**src/rtl/mem_copy_master.sv**
```systemverilog
// Word-by-word memory copy engine: READ a source word, WRITE it out, repeat.
// Ports: clock/reset, start/src/dst/len/abort in, memory bus + busy/done/words_done out.
module mem_copy_master #(
  parameter int ADDR_W = 14,
  parameter int DATA_W = 16
) (
  input  logic              clock,
  input  logic              reset,
  input  logic              start,
  input  logic [ADDR_W-1:0] src,
  input  logic [ADDR_W-1:0] dst,
  input  logic [ADDR_W:0]   len,
  input  logic              abort,
  input  logic [DATA_W-1:0] mem_out,
  output logic [ADDR_W-1:0] mem_address,
  output logic [DATA_W-1:0] mem_in,
  output logic              mem_load,
  output logic              busy,
  output logic              done,
  output logic [ADDR_W:0]   words_done
);

  typedef enum logic [1:0] {
    IDLE  = 2'd0,
    READ  = 2'd1,
    WRITE = 2'd2,
    DONE  = 2'd3
  } state_e;

  state_e state_q, state_d;

  logic [ADDR_W-1:0] src_q, src_d;
  logic [ADDR_W-1:0] dst_q, dst_d;
  logic [ADDR_W:0]   rem_q, rem_d;
  logic [ADDR_W:0]   words_q, words_d;
  logic [DATA_W-1:0] buf_q, buf_d;

  logic len_zero;
  logic last_word;

  assign len_zero  = (len == '0);
  assign last_word = (rem_q == (ADDR_W+1)'(1));

  always_ff @(posedge clock or negedge reset) begin
    if (!reset) begin
      state_q <= IDLE;
    end else begin
      state_q <= state_d;
    end
  end

  always_comb begin
    state_d = state_q;
    unique case (state_q)
      IDLE: begin
        if (start) begin
          state_d = len_zero ? DONE : READ;
        end
      end
      READ: begin
        state_d = abort ? DONE : WRITE;
      end
      WRITE: begin
        // the write in this cycle always lands; abort only cuts the loop
        state_d = (abort || last_word) ? DONE : READ;
      end
      DONE: begin
        state_d = IDLE;
      end
      default: begin
        state_d = IDLE;
      end
    endcase
  end

  always_comb begin
    mem_address = '0;
    mem_load    = 1'b0;
    busy        = 1'b0;
    done        = 1'b0;
    unique case (state_q)
      IDLE: begin
        mem_address = '0;
      end
      READ: begin
        mem_address = src_q;
        busy        = 1'b1;
      end
      WRITE: begin
        mem_address = dst_q;
        mem_load    = 1'b1;
        busy        = 1'b1;
      end
      DONE: begin
        done = 1'b1;
      end
      default: begin
        mem_address = '0;
      end
    endcase
  end

  assign mem_in     = buf_q;
  assign words_done = words_q;

  always_comb begin
    src_d   = src_q;
    dst_d   = dst_q;
    rem_d   = rem_q;
    words_d = words_q;
    buf_d   = buf_q;
    unique case (state_q)
      IDLE: begin
        if (start) begin
          words_d = '0;
          if (!len_zero) begin
            src_d = src;
            dst_d = dst;
            rem_d = len;
          end
        end
      end
      READ: begin
        buf_d = mem_out;
      end
      WRITE: begin
        // address counters wrap naturally at ADDR_W bits
        src_d   = src_q + ADDR_W'(1);
        dst_d   = dst_q + ADDR_W'(1);
        rem_d   = rem_q - (ADDR_W+1)'(1);
        words_d = words_q + (ADDR_W+1)'(1);
      end
      DONE: begin
        words_d = words_q;
      end
      default: begin
        words_d = words_q;
      end
    endcase
  end

  always_ff @(posedge clock or negedge reset) begin
    if (!reset) begin
      src_q   <= '0;
      dst_q   <= '0;
      rem_q   <= '0;
      words_q <= '0;
      buf_q   <= '0;
    end else begin
      src_q   <= src_d;
      dst_q   <= dst_d;
      rem_q   <= rem_d;
      words_q <= words_d;
      buf_q   <= buf_d;
    end
  end

endmodule
```
**config.mk**
```make
export PLATFORM = sky130hd
export DESIGN_NAME = mem_copy_master
export DESIGN_NICKNAME = d
export VERILOG_FILES = /design/src/rtl/mem_copy_master.sv
export SDC_FILE = /design/constraint.sdc
export NUM_CORES = 1
export LEC_CHECK = 0
export ABC_AREA = 1
export CORE_MARGIN = 8
export CORE_UTILIZATION = 35
export CTS_BUF_LIST = sky130_fd_sc_hd__clkbuf_16
export CTS_CLUSTER_SIZE = 40
export DETAILED_ROUTE_END_ITERATION = 8
export PLACE_DENSITY = 0.56
export SLEW_MARGIN = 10
export SYNTH_ARGS = -nofsm -noshare
export SYNTH_HDL_FRONTEND = slang
export SYNTH_SLANG_ARGS = --single-unit
```
**constraint.sdc**
```tcl
create_clock -name clock -period 2.6 [get_ports clock]
set_clock_uncertainty 0.15 [all_clocks]
set_input_delay 0.39 -clock clock [delete_from_list [all_inputs] [get_ports clock]]
set_output_delay 0.39 -clock clock [all_outputs]
set_load 0.01 [all_outputs]
```
==> results.txt <==
CTS Buffer Depth: 2
Share of synthesized cell area in and, or, nand and nor gates: 43.4%
Fill count: 1450
TritonCTS Buffers: 9
Flops & latches, synth: 76
Total routing resource utilization after global routing: 17.3%
Area leader, netlist: sky130_fd_sc_hd__dfrtp_1
Overall power consumption: 7.01 mW
Number of port buffers: 110
Total Nets Final: 945
Number of primary I/O pins: 111
Post-placement setup slack: 0.165 ns
Endpoint of the worst setup timing path: mem_address[10]
Maximum number of pins on one net before global-route repair: 45
Synth top cells by count: sky130_fd_sc_hd__nand2_1, sky130_fd_sc_hd__nor2_1, sky130_fd_sc_hd__dfrtp_1, sky130_fd_sc_hd__nand3_1, sky130_fd_sc_hd__inv_1
First-pass GRT wire length: 25300 um
Proportion of synthesized flip-flops having asynchronous set or reset: 100%
Result of the run: finished clean
Category of the worst setup path capture point: output pin
Cell count of the worst reg-to-reg path: 11
Count of synthesis-stage warnings from yosys: 0
Number of DRC violations after detailed-routing iteration 0: 367
Synth Area in Compound Gates: 7.76%
Congestion Overflow GR: 0
Total die area: 17900 um2
Post-detailed-route count of antenna-violating nets: 0
Biggest fanout along the worst timing path: 7
Post-synthesis area per instance: 6.40 um2
Floorplan core area: 13700 um2
CTS Root Buffer Type: sky130_fd_sc_hd__clkbuf_16
Layout cells sized above 1: 5.02%
Slew HR: 55.5%
Library cell with the highest instance count after synthesis: sky130_fd_sc_hd__nand2_1
Clock transition at the registers of the reported paths: 0.06 ns
Post-synth net total: 831
Fraction of the cycle the final worst path needs: 94.1%
Initial antenna violation count: 0
Cells after synthesis: 759
Aggregate routed wire length: 15100 um
Critical path startpoint category: flip-flop
Dominant combinational cell family by area after synthesis: simple AND/OR/NAND/NOR gates
Clk Latency, worst-skew pair: 0.34 ns
Die X-Extent: 134 um
Post-synthesis cell type count: 26
Launching point of the worst reg2reg path: state_q[0]
Transition time at the pin with the least slew margin: 0.666 ns
Largest cells by area after synthesis: sky130_fd_sc_hd__dfrtp_1, sky130_fd_sc_hd__nand2_1, sky130_fd_sc_hd__nor2_1, sky130_fd_sc_hd__nand3_1, sky130_fd_sc_hd__inv_1
Primary FF master, synth: sky130_fd_sc_hd__dfrtp_1
Number of global-route vias before repair: 5137
Total number of clock tree sinks: 76
Worst Hold Class: flip-flop to flip-flop
Setup Total Neg Slack: 0 ns
Length of the first detailed-routing pass in iterations: 5
DP Wirelength: 11000 um
Type of the worst setup path: flip-flop to output pin
Mapped cell area: 4860 um2
Max-Cap Viols: 0
Site row count: 43
Worst hold slack: 0.317 ns
DRC errors left: 0
Crit Reg-Reg Endpoint: words_done[13]
Final setup violation count: 0
Share of the synthesized netlist area taken by xor and xnor gates: 0.180%
CP Data Arrival Time: 1.91 ns
Per-cell via count in the routed design: 4.90
Utilization of the core after routing: 47.2%
Area growth, synth to finish: 33.5%
Worst setup slack after layout: 0.153 ns
CTS tree: done
Portion of netlist area occupied by mux cells: 0%
# diodes: 0
Data required time of the critical path: 2.06 ns
Register area: 1900 um2
Leakage power: 3.15 nW
Areal power density over the cells: 1080 nW/um2
Worst ir drop on vdd: 0.000450 V
Arithmetic-cell share of the synthesized area counting full adders, half adders and majority gates: 2.32%
Area used by multi-input combinational logic: 2630 um2
Total number of H-tree levels: 3
Register-to-register setup slack: 0.37 ns
Min Tclk post-route: 2.45 ns
Number of flops mapped to enable cells by yosys: 0
Slew Limit Fails: 0
Count of final hold-check violations: 0
Initial Utilization: 35.4%
Worst setup startpoint: state_q[0]
Max Clk Rate: 0.409 GHz
Weighted congestion at the end of routability-driven global placement: 0.881
Detailed-route via count: 5175
WL per Instance: 14.3 um
Die boundary height: 134 um
Sequential element share of the synthesized area: 39.2%
Fraction of synthesized cell area taken by the top area cell type: 39.2%
Unrepaired setup endpoints after global routing: no
-- routing by layer --
metal	GRT usage (%)	wire, um	vias to the layer above
met5	0	0	-
met1	20.7	6730	2380
li1	-	-	2633
met2	29.6	7320	141
met4	7.24	304	0
met3	3.48	781	21
-- worst min-delay path by stage --
| stage | from | endpoint | slack [ns] | cells past startpoint |
|---|---|---|---|---|
| 2_1_floorplan | reset | dst_q[0] | -0.06 | 0 |
| 3_3_place_gp | reset | rem_q[0] | 0.24 | 1 |
| 3_5_place_dp | reset | rem_q[0] | 0.23 | 1 |
| 4_1_cts | mem_in[7] | mem_in[7] | 0.32 | 2 |
| 5_1_grt | mem_in[9] | mem_in[9] | 0.34 | 2 |
| 6_report | mem_in[2] | mem_in[2] | 0.32 | 2 |
-- power by group --
| part | total (mW) | switching, mW | internal [mW] |
|---|---|---|---|
| Combinational | 3.69 | 2.22 | 1.47 |
| Clock | 1.11 | 0.483 | 0.623 |
| Sequential | 2.21 | 0.523 | 1.69 |
| Total | 7.01 | 3.22 | 3.79 |
-- placed cells by master, fill, tap and decap left out, drive strengths merged --
| master | count |
|---|---|
| nand3 | 62 |
| nand2 | 333 |
| o211ai | 2 |
| clkinvlp | 2 |
| o21ai | 40 |
| inv | 58 |
| or2 | 4 |
| buf | 19 |
| clkdlybuf4s50 | 95 |
| clkbuf | 9 |
| nor3 | 5 |
| nor3b | 1 |
| dlygate4sd2 | 14 |
| xnor2 | 1 |
| ha | 9 |
| a21oi | 24 |
| a21boi | 4 |
| clkinv | 5 |
| and3 | 1 |
| o31ai | 1 |
| nor2 | 88 |
| nand3b | 7 |
| dfrtp | 76 |
| nand4 | 15 |
| dlygate4sd3 | 1 |
-- through the flow --
step,instance area (um2),instances
global placement,6170,1035
finish,6480,1056
floorplan,4860,759
CTS,6490,1057
global route,6480,1056
detailed placement,6170,1035
-- worst max-delay path: stages (launching register included) --
cell and delay (ns):
sky130_fd_sc_hd__dfrtp_1 0.41, sky130_fd_sc_hd__inv_2 0.09, sky130_fd_sc_hd__ha_4 0.33, sky130_fd_sc_hd__clkinvlp_4 0.17, sky130_fd_sc_hd__buf_4 0.17, sky130_fd_sc_hd__a21oi_1 0.11, sky130_fd_sc_hd__dlygate4sd2_1 0.28
-- layout make-up --
| class | instances | share of cell area (%) |
|---|---|---|
| clock buffers | 9 | 3.47 |
| clock inverters | 5 | 0.347 |
| inverters | 59 | 3.47 |
| multi-input cells | 597 | 40.6 |
| flip-flops and latches | 76 | 29.3 |
| well taps | 180 | 3.47 |
| repair buffers | 129 | 19.2 |
| repair inverters | 1 | 0.116 |
-- state kept, by name, indices dropped and copies added, names as in the netlist --
name,flops
src_q,14
rem_q,15
dst_q,14
words_done,15
state_q,2
mem_in,16
-- repair_timing --
| action | 4_1_cts | 5_1_grt |
|---|---|---|
| pin swaps | 1 | 0 |
| hold buffers | 1 | 0 |
| setup buffers | 6 | 0 |
| setup endpoints to repair | 15 | 1 |
| cloned | 1 | 0 |
| resized for setup | 21 | 0 |
| endpoints found under the hold margin | 32 | 0 |
-- kinds of logic after synthesis --
group                    after synthesis
AND/OR/NAND/NOR                      516
flip-flops                            76
adder cells (fa/ha/maj)                9
AO/OA/AOI/OAI                         71
buffers and inverters                 86
XOR/XNOR                               1
Note: power is estimated with default switching activity, not from simulation.
